### src/rtl/sap_ctrl_seq_if.sv
// Control bundle between the SAP sequencer (master) and the datapath (slave).
// SAP_CTRL_STEP_EN adds the single-step request line.
interface sap_ctrl_seq_if #(
  parameter int OPW = 4
);
  logic [OPW-1:0] opcode;
  logic           flag_c;
  logic           flag_z;
`ifdef SAP_CTRL_STEP_EN
  logic           step;
`endif
  logic           pc_inc;
  logic           pc_write;
  logic           pc_out_en;
  logic           mar_load;
  logic           ram_out_en;
  logic           ram_write;
  logic           ir_load;
  logic           ir_out_en;
  logic           a_load;
  logic           a_out_en;
  logic           b_load;
  logic           alu_out_en;
  logic           alu_sub;
  logic           flags_load;
  logic           out_load;
  logic           halted;
  logic [2:0]     tstate;

  modport master (
`ifdef SAP_CTRL_STEP_EN
    input  step,
`endif
    input  opcode, flag_c, flag_z,
    output pc_inc, pc_write, pc_out_en, mar_load, ram_out_en, ram_write,
           ir_load, ir_out_en, a_load, a_out_en, b_load, alu_out_en,
           alu_sub, flags_load, out_load, halted, tstate
  );

  modport slave (
`ifdef SAP_CTRL_STEP_EN
    output step,
`endif
    output opcode, flag_c, flag_z,
    input  pc_inc, pc_write, pc_out_en, mar_load, ram_out_en, ram_write,
           ir_load, ir_out_en, a_load, a_out_en, b_load, alu_out_en,
           alu_sub, flags_load, out_load, halted, tstate
  );
endinterface

### src/rtl/sap_ctrl_seq.sv
// SAP fetch/decode/execute sequencer: T-state ring plus opcode decode into bus strobes; no backpressure.
// Strobes registered from next-state decode (T2 decodes live IR/flags); SAP_CTRL_STEP_EN adds a WAIT gate before T0.
module sap_ctrl_seq #(
  parameter int             OPW    = 4,
  parameter logic [OPW-1:0] HLT_OP = OPW'(4'hF)
) (
  input logic            clk,
  input logic            rst,
  sap_ctrl_seq_if.master ctl
);

  localparam logic [OPW-1:0] OP_LDA = OPW'(1);
  localparam logic [OPW-1:0] OP_ADD = OPW'(2);
  localparam logic [OPW-1:0] OP_SUB = OPW'(3);
  localparam logic [OPW-1:0] OP_STA = OPW'(4);
  localparam logic [OPW-1:0] OP_LDI = OPW'(5);
  localparam logic [OPW-1:0] OP_JMP = OPW'(6);
  localparam logic [OPW-1:0] OP_JC  = OPW'(7);
  localparam logic [OPW-1:0] OP_JZ  = OPW'(8);
  localparam logic [OPW-1:0] OP_OUT = OPW'(14);

  typedef enum logic [2:0] {
    S_RST, S_T0, S_T1, S_T2, S_T3, S_T4, S_HALT, S_WAIT
  } state_t;

  typedef struct packed {
    logic pc_inc;
    logic pc_write;
    logic pc_out_en;
    logic mar_load;
    logic ram_out_en;
    logic ram_write;
    logic ir_load;
    logic ir_out_en;
    logic a_load;
    logic a_out_en;
    logic b_load;
    logic alu_out_en;
    logic alu_sub;
    logic flags_load;
    logic out_load;
  } strb_t;

  state_t         state_q, state_d;
  strb_t          strb_q, strb_d, t2_strb, strb;
  logic [2:0]     tstate_q, tstate_d;
  logic           halted_q;
  logic           step;
  logic [OPW-1:0] opcode;
  logic           is_alu, is_mem;

`ifdef SAP_CTRL_STEP_EN
  localparam state_t S_NEXT = S_WAIT;
  assign step = ctl.step;
`else
  localparam state_t S_NEXT = S_T0;
  assign step = 1'b0;
`endif

  assign opcode = ctl.opcode;
  assign is_alu = (opcode == OP_ADD) || (opcode == OP_SUB);
  assign is_mem = is_alu || (opcode == OP_LDA) || (opcode == OP_STA);

  always_comb begin
    state_d  = state_q;
    strb_d   = '0;
    t2_strb  = '0;
    tstate_d = 3'd0;

    case (state_q)
      S_RST:   state_d = S_NEXT;
      S_WAIT:  if (step) state_d = S_T0;
      S_T0:    state_d = S_T1;
      S_T1:    state_d = S_T2;
      S_T2: begin
        if (opcode == HLT_OP) state_d = S_HALT;
        else if (is_mem)      state_d = S_T3;
        else                  state_d = S_NEXT;
      end
      S_T3:    state_d = is_alu ? S_T4 : S_NEXT;
      S_T4:    state_d = S_NEXT;
      S_HALT:  state_d = S_HALT;
      default: state_d = S_RST;
    endcase

    // Strobes for the state being entered; T3/T4 use the IR already loaded during T1.
    case (state_d)
      S_T0: begin
        tstate_d         = 3'd0;
        strb_d.pc_out_en = 1'b1;
        strb_d.mar_load  = 1'b1;
      end
      S_T1: begin
        tstate_d          = 3'd1;
        strb_d.ram_out_en = 1'b1;
        strb_d.ir_load    = 1'b1;
        strb_d.pc_inc     = 1'b1;
      end
      S_T2: tstate_d = 3'd2;
      S_T3: begin
        tstate_d = 3'd3;
        if (opcode == OP_LDA) begin
          strb_d.ram_out_en = 1'b1;
          strb_d.a_load     = 1'b1;
        end else if (is_alu) begin
          strb_d.ram_out_en = 1'b1;
          strb_d.b_load     = 1'b1;
        end else if (opcode == OP_STA) begin
          strb_d.a_out_en  = 1'b1;
          strb_d.ram_write = 1'b1;
        end
      end
      S_T4: begin
        tstate_d          = 3'd4;
        strb_d.alu_out_en = 1'b1;
        strb_d.a_load     = 1'b1;
        strb_d.flags_load = 1'b1;
        strb_d.alu_sub    = (opcode == OP_SUB);
      end
      S_HALT:  tstate_d = 3'd5;
      S_WAIT:  tstate_d = 3'd6;
      default: tstate_d = 3'd0;
    endcase

    // The opcode only exists once IR has loaded, so T2 decodes the IR/flag registers directly.
    if ((state_q == S_T2) && (opcode != HLT_OP)) begin
      if (is_mem) begin
        t2_strb.ir_out_en = 1'b1;
        t2_strb.mar_load  = 1'b1;
      end else if (opcode == OP_LDI) begin
        t2_strb.ir_out_en = 1'b1;
        t2_strb.a_load    = 1'b1;
      end else if ((opcode == OP_JMP) || ((opcode == OP_JC) && ctl.flag_c) ||
                   ((opcode == OP_JZ) && ctl.flag_z)) begin
        t2_strb.ir_out_en = 1'b1;
        t2_strb.pc_write  = 1'b1;
      end else if (opcode == OP_OUT) begin
        t2_strb.a_out_en = 1'b1;
        t2_strb.out_load = 1'b1;
      end
    end
  end

  always_ff @(posedge clk or negedge rst) begin
    if (!rst) begin
      state_q  <= S_RST;
      strb_q   <= '0;
      tstate_q <= 3'd0;
      halted_q <= 1'b0;
    end else begin
      state_q  <= state_d;
      strb_q   <= strb_d;
      tstate_q <= tstate_d;
      halted_q <= (state_d == S_HALT);
    end
  end

  assign strb = strb_q | t2_strb;

  assign ctl.pc_inc     = strb.pc_inc;
  assign ctl.pc_write   = strb.pc_write;
  assign ctl.pc_out_en  = strb.pc_out_en;
  assign ctl.mar_load   = strb.mar_load;
  assign ctl.ram_out_en = strb.ram_out_en;
  assign ctl.ram_write  = strb.ram_write;
  assign ctl.ir_load    = strb.ir_load;
  assign ctl.ir_out_en  = strb.ir_out_en;
  assign ctl.a_load     = strb.a_load;
  assign ctl.a_out_en   = strb.a_out_en;
  assign ctl.b_load     = strb.b_load;
  assign ctl.alu_out_en = strb.alu_out_en;
  assign ctl.alu_sub    = strb.alu_sub;
  assign ctl.flags_load = strb.flags_load;
  assign ctl.out_load   = strb.out_load;
  assign ctl.halted     = halted_q;
  assign ctl.tstate     = tstate_q;

endmodule

### src/flat_wrapper.sv
// flat-port wrapper written by rule: the top's interface ports become plain ports
module sap_ctrl_seq_flat 
#(
  parameter int             OPW    = 4,
  parameter logic [OPW-1:0] HLT_OP = OPW'(4'hF)
)
  (clk, rst, ctl_opcode, ctl_flag_c, ctl_flag_z, ctl_pc_inc, ctl_pc_write, ctl_pc_out_en, ctl_mar_load, ctl_ram_out_en, ctl_ram_write, ctl_ir_load, ctl_ir_out_en, ctl_a_load, ctl_a_out_en, ctl_b_load, ctl_alu_out_en, ctl_alu_sub, ctl_flags_load, ctl_out_load, ctl_halted, ctl_tstate);
  sap_ctrl_seq_if #(.OPW(OPW)) ctl_i ();
  input logic clk;
  input logic rst;
  input wire logic [$bits(ctl_i.opcode)-1:0] ctl_opcode;
  input wire logic [$bits(ctl_i.flag_c)-1:0] ctl_flag_c;
  input wire logic [$bits(ctl_i.flag_z)-1:0] ctl_flag_z;
  output wire logic [$bits(ctl_i.pc_inc)-1:0] ctl_pc_inc;
  output wire logic [$bits(ctl_i.pc_write)-1:0] ctl_pc_write;
  output wire logic [$bits(ctl_i.pc_out_en)-1:0] ctl_pc_out_en;
  output wire logic [$bits(ctl_i.mar_load)-1:0] ctl_mar_load;
  output wire logic [$bits(ctl_i.ram_out_en)-1:0] ctl_ram_out_en;
  output wire logic [$bits(ctl_i.ram_write)-1:0] ctl_ram_write;
  output wire logic [$bits(ctl_i.ir_load)-1:0] ctl_ir_load;
  output wire logic [$bits(ctl_i.ir_out_en)-1:0] ctl_ir_out_en;
  output wire logic [$bits(ctl_i.a_load)-1:0] ctl_a_load;
  output wire logic [$bits(ctl_i.a_out_en)-1:0] ctl_a_out_en;
  output wire logic [$bits(ctl_i.b_load)-1:0] ctl_b_load;
  output wire logic [$bits(ctl_i.alu_out_en)-1:0] ctl_alu_out_en;
  output wire logic [$bits(ctl_i.alu_sub)-1:0] ctl_alu_sub;
  output wire logic [$bits(ctl_i.flags_load)-1:0] ctl_flags_load;
  output wire logic [$bits(ctl_i.out_load)-1:0] ctl_out_load;
  output wire logic [$bits(ctl_i.halted)-1:0] ctl_halted;
  output wire logic [$bits(ctl_i.tstate)-1:0] ctl_tstate;
  assign ctl_i.opcode = ctl_opcode;
  assign ctl_i.flag_c = ctl_flag_c;
  assign ctl_i.flag_z = ctl_flag_z;
  assign ctl_pc_inc = ctl_i.pc_inc;
  assign ctl_pc_write = ctl_i.pc_write;
  assign ctl_pc_out_en = ctl_i.pc_out_en;
  assign ctl_mar_load = ctl_i.mar_load;
  assign ctl_ram_out_en = ctl_i.ram_out_en;
  assign ctl_ram_write = ctl_i.ram_write;
  assign ctl_ir_load = ctl_i.ir_load;
  assign ctl_ir_out_en = ctl_i.ir_out_en;
  assign ctl_a_load = ctl_i.a_load;
  assign ctl_a_out_en = ctl_i.a_out_en;
  assign ctl_b_load = ctl_i.b_load;
  assign ctl_alu_out_en = ctl_i.alu_out_en;
  assign ctl_alu_sub = ctl_i.alu_sub;
  assign ctl_flags_load = ctl_i.flags_load;
  assign ctl_out_load = ctl_i.out_load;
  assign ctl_halted = ctl_i.halted;
  assign ctl_tstate = ctl_i.tstate;
  sap_ctrl_seq #(.OPW(OPW), .HLT_OP(HLT_OP)) u_core (.clk(clk), .rst(rst), .ctl(ctl_i));
endmodule
### config.mk
export PLATFORM = sky130hd
export DESIGN_NAME = sap_ctrl_seq_flat
export DESIGN_NICKNAME = d
export VERILOG_FILES = /design/src/rtl/sap_ctrl_seq_if.sv /design/src/rtl/sap_ctrl_seq.sv /design/src/flat_wrapper.sv
export SDC_FILE = /design/constraint.sdc
export NUM_CORES = 1
export LEC_CHECK = 0
export ABC_AREA = 1
export CORE_UTILIZATION = 45
export CTS_BUF_LIST = sky130_fd_sc_hd__clkbuf_4 sky130_fd_sc_hd__clkbuf_8
export CTS_CLUSTER_DIAMETER = 80
export CTS_CLUSTER_SIZE = 16
export DETAILED_ROUTE_END_ITERATION = 8
export PLACE_DENSITY = 0.88
export RECOVER_POWER = 25
export SYNTH_ARGS = -nofsm -noshare
export SYNTH_HDL_FRONTEND = slang
export SYNTH_SLANG_ARGS = --single-unit
### constraint.sdc
create_clock -name clk -period 1.6 [get_ports clk]
set_clock_uncertainty 0.05 [all_clocks]
set_input_delay 0.24 -clock clk [delete_from_list [all_inputs] [get_ports clk]]
set_output_delay 0.24 -clock clk [all_outputs]
set_load 0.05 [all_outputs]
==> metrics.txt, run 1 <==
# TYPE chip_impl_metric gauge
chip_impl_metric{name="power.static_leakage",unit="nW"} 0.726
chip_impl_metric{name="htreeDepth",unit=""} 1
chip_impl_info{name="crit_slowest_cell",value="dfrtp_1"} 1
chip_impl_info{name="timing.critical_path.from_type",value="flip-flop"} 1
chip_impl_metric{name="p_comb_share",unit="%"} 67.1
chip_impl_metric{name="tightest_slew",unit="ns"} 0.779
chip_impl_info{name="run_status",value="finished with violations"} 1
chip_impl_metric{name="seq_area",unit="um^2"} 375
chip_impl_metric{name="grt_overflow_total",unit=""} 0
chip_impl_metric{name="route.vias.total",unit=""} 871
chip_impl_metric{name="boundaryPins",unit=""} 27
chip_impl_metric{name="netlist_instances",unit=""} 88
chip_impl_metric{name="rr_worst_depth",unit=""} 9
chip_impl_metric{name="netlist_area",unit="um^2"} 752
chip_impl_metric{name="syn_area_per_cell",unit="um^2"} 8.55
chip_impl_metric{name="holdPathStages",unit=""} 3
chip_impl_metric{name="fp.dieH",unit="um"} 42.9
chip_impl_metric{name="clock_power_share",unit="%"} 9.1
chip_impl_metric{name="tcrit_tclk_final",unit="%"} 107
chip_impl_metric{name="wl_per_cell",unit="um"} 15.3
chip_impl_info{name="tritoncts_clock_tree",value="done"} 1
chip_impl_metric{name="hold_ws",unit="ns"} 0.480
chip_impl_metric{name="cts.sinks",unit=""} 15
chip_impl_info{name="violations_in_the_final_reports",value="setup timing"} 1
chip_impl_metric{name="filler_cell_count",unit=""} 63
chip_impl_metric{name="multi_input_gate_area",unit="um^2"} 392
chip_impl_metric{name="worstPathRequired",unit="ns"} 1.31
chip_impl_metric{name="place.gp.congestion",unit=""} 0.911
chip_impl_info{name="setup_repair_after_global_routing_missed_its_margin",value="true"} 1
chip_impl_info{name="min-delay-path-class",value="in2reg"} 1
chip_impl_metric{name="seqPwrFrac",unit="%"} 23.9
chip_impl_metric{name="drive_gt1_share",unit="%"} 54.2
chip_impl_metric{name="synth_cell_type_count",unit=""} 23
chip_impl_metric{name="power.density",unit="nW/um^2"} 1750
chip_impl_metric{name="area.growth.synth_to_final",unit="%"} 80.2
chip_impl_metric{name="tritoncts.num_buffers",unit=""} 3
chip_impl_metric{name="layout_min_cycle_time",unit="ns"} 1.71
chip_impl_info{name="timing.setup.critical_path_class",value="reg2out"} 1
chip_impl_metric{name="mappedNetlistNets",unit=""} 96
chip_impl_metric{name="dieArea",unit="um^2"} 1840
chip_impl_metric{name="ys_warn_count",unit=""} 0
chip_impl_metric{name="dieWidth",unit="um"} 42.9
chip_impl_metric{name="cts.path.max_buffers",unit=""} 2
chip_impl_metric{name="post_route_wl",unit="um"} 2410
chip_impl_metric{name="grt_pass1_vias",unit=""} 809
chip_impl_metric{name="worstPathMaxFanout",unit=""} 4
chip_impl_info{name="critPathCaptureType",value="primary output"} 1
chip_impl_metric{name="p_int",unit="mW"} 1.23
chip_impl_info{name="most-common-layout-cells",value="buf_4, dfrtp_1, nand2_1"} 1
chip_impl_info{name="cts_root_buffer",value="clkbuf_4"} 1
chip_impl_metric{name="dp_slack",unit="ns"} -0.226
chip_impl_metric{name="gr-usage-all-layers",unit="%"} 25.5
chip_impl_metric{name="drt_pre_antenna_iters",unit=""} 6
chip_impl_metric{name="fp.coreArea",unit="um^2"} 1540
chip_impl_metric{name="slew-limit-headroom",unit="%"} 48.1
chip_impl_metric{name="data_arrival_time_of_the_critical_path",unit="ns"} 1.42
chip_impl_metric{name="worst_skew_late_latency",unit="ns"} 0.28
chip_impl_metric{name="grt_max_degree",unit=""} 16
chip_impl_metric{name="antennaDiodeCount",unit=""} 0
chip_impl_info{name="layout_commonest_cell",value="buf_4"} 1
chip_impl_metric{name="yosys_register_bits",unit=""} 15
chip_impl_metric{name="peakVddDrop",unit="uV"} 1430
chip_impl_metric{name="setup_violations",unit=""} 6
chip_impl_metric{name="worst_setup_hold_path_clk_slew",unit="ns"} 0.09
chip_impl_info{name="critPathTopFamily",value="flip-flops"} 1
chip_impl_info{name="critical_path.cell_chain",value="inv_2, nand3_4, nor2_4, inv_4, o21bai_4, buf_12"} 1
chip_impl_metric{name="nets",unit=""} 151
chip_impl_metric{name="worst_path_largest_cell_delay",unit="ns"} 0.40
chip_impl_metric{name="drv_cap",unit=""} 0
chip_impl_metric{name="vias_per_cell",unit=""} 5.51
chip_impl_metric{name="cts_hold_repair_buffers",unit=""} 0
chip_impl_metric{name="placement_rows",unit=""} 14
chip_impl_metric{name="sw_power",unit="mW"} 1.14
chip_impl_metric{name="drt_drc_violations_left",unit=""} 0
chip_impl_metric{name="cp_num_cells",unit=""} 6
chip_impl_metric{name="ant_nets",unit=""} 0
chip_impl_metric{name="synth.yosys.seq_area_share",unit="%"} 49.9
chip_impl_metric{name="timing.critical_path.buf_inv",unit=""} 3
chip_impl_metric{name="floorplan.initialDensity",unit="%"} 48.8
chip_impl_metric{name="slew_viol_final",unit=""} 0
chip_impl_metric{name="grt_antenna_before_repair",unit=""} 0
chip_impl_metric{name="setup_slack",unit="ns"} -0.111
chip_impl_metric{name="port-buffer-count",unit=""} 26
chip_impl_metric{name="hold_violations",unit=""} 0
chip_impl_metric{name="hpwlAfterDp",unit="um"} 1340
chip_impl_metric{name="netSwitchingFraction",unit="%"} 48.1
chip_impl_metric{name="grt_pass1_wl",unit="um"} 3530
chip_impl_metric{name="clock.fmax",unit="GHz"} 0.584
chip_impl_metric{name="drt_iter0_drc",unit=""} 41
[per-layer routing]
layer	up-vias	part of all wire, %	GRT usage [%]
met5	-	0	0
met4	0	2.7	8.13
met3	13	6.8	4.68
met2	59	52	45.8
met1	414	38	30.4
li1	385	-	-
[power groups by stage]
stage          Combinational [mW]  Sequential, mW  Clock, mW
2_1_floorplan               0.531           0.848          0
3_3_place_gp                 1.27           0.556          0
3_5_place_dp                 1.29           0.567          0
4_1_cts                      1.45           0.558      0.220
5_1_grt                      1.67           0.575      0.237
6_report                     1.59           0.567      0.215
[metrics by stage]
| step | std cells | total power, mW | instance area (um^2) | setup TNS [ns] | utilization [%] |
|---|---|---|---|---|---|
| 6_report | 158 | 2.38 | 1360 | -0.453 | 87.9 |
| 3_5_place_dp | 144 | 1.86 | 1180 | -1.57 | 76.7 |
| 4_1_cts | 154 | 2.23 | 1320 | -0.238 | 85.6 |
| 5_1_grt | 158 | 2.48 | 1360 | -0.848 | 87.9 |
| 3_3_place_gp | 144 | 1.83 | 1180 | -1.51 | 76.7 |
| 2_1_floorplan | 88 | 1.38 | 769 | -0.154 | - |
[state kept, by name (all words and copies together), names as in the netlist]
signal,flops
u_core.strb_q,8
u_core.ctl.tstate,3
u_core.ctl.halted,1
u_core.state_q,3
[cells by family after synthesis]
logic type      after synthesis  synth area share, %
compound gates                7                 8.65
flops                        15                 49.9
simple gates                 48                 31.4
buf+inv                      18                 9.98
[repair_timing]
item,4_1_cts,5_1_grt
pin swaps,4,4
buffers inserted,6,4
resized for setup,23,2
endpoints found under the setup margin,6,6
[area by class of cell]
type / instances / share of cell area [%]
timing repair buffer: 52 / 35.3
sequential: 15 / 27.7
multi-input combinational: 55 / 28.9
clock inverter: 1 / 0.369
tap: 16 / 1.48
inverter: 16 / 4.62
clock buffer: 3 / 1.66
[final timing paths]
check / slack (ns) / startpoint / endpoint
hold / removal: 0.48 / ctl_opcode[0] / u_core.strb_q[6]$_DFF_PN0_
setup reg to reg: 0.05 / u_core.state_q[2]$_DFF_PN0_ / u_core.ctl.tstate[0]$_DFF_PN0_
setup / recovery: -0.11 / u_core.state_q[2]$_DFF_PN0_ / ctl_a_load
hold reg to reg: 0.57 / u_core.state_q[2]$_DFF_PN0_ / u_core.strb_q[8]$_DFF_PN0_
min in group asynchronous: 0.49 / rst / u_core.strb_q[4]$_DFF_PN0_
max in group asynchronous: 0.53 / rst / u_core.ctl.tstate[0]$_DFF_PN0_
[worst min-delay path: cells and delay by family]
| family | cells | cell delay, ns |
|---|---|---|
| compound gates | 1 | 0.07 |
| buf+inv | 1 | 0.32 |
| simple gates | 1 | 0.15 |
[synth_stat cells]
| library cell | number | area share, % |
|---|---|---|
| nand2_4 | 1 | 1.5 |
| o21ai_4 | 1 | 2.2 |
| a21boi_0 | 1 | 1.0 |
| nand3_2 | 1 | 1.3 |
| nand2_2 | 1 | 0.83 |
| nand4_1 | 1 | 0.83 |
| buf_4 | 2 | 2.0 |
| nor3_1 | 3 | 2.0 |
| nand3_1 | 12 | 8.0 |
| a21oi_2 | 1 | 1.2 |
| o21ai_2 | 1 | 1.2 |
| inv_1 | 13 | 6.5 |
| nor2_2 | 1 | 0.83 |
| or2_2 | 1 | 0.83 |
| inv_2 | 3 | 1.5 |
| a21oi_1 | 1 | 0.66 |
| nor3_2 | 1 | 1.3 |
| dfrtp_1 | 15 | 50 |
| nand2_1 | 16 | 8.0 |
| o21bai_1 | 1 | 1.0 |
| o21bai_2 | 1 | 1.5 |
| nor2_4 | 1 | 1.5 |
| nor2_1 | 9 | 4.5 |
Power figures use the tool's default switching activity.
==> run 2: changes to the inputs <==
Settings changed: CAP_MARGIN set to 20.
==> results of run 2 <==
Same layout as run 1: the final DEF is identical, and so are final timing and power.
==> run 3: changes to the inputs <==
Settings changed: SLEW_MARGIN set to 5.
==> results of run 3 <==
Same layout as run 1: the final DEF is identical, and so are final timing and power.
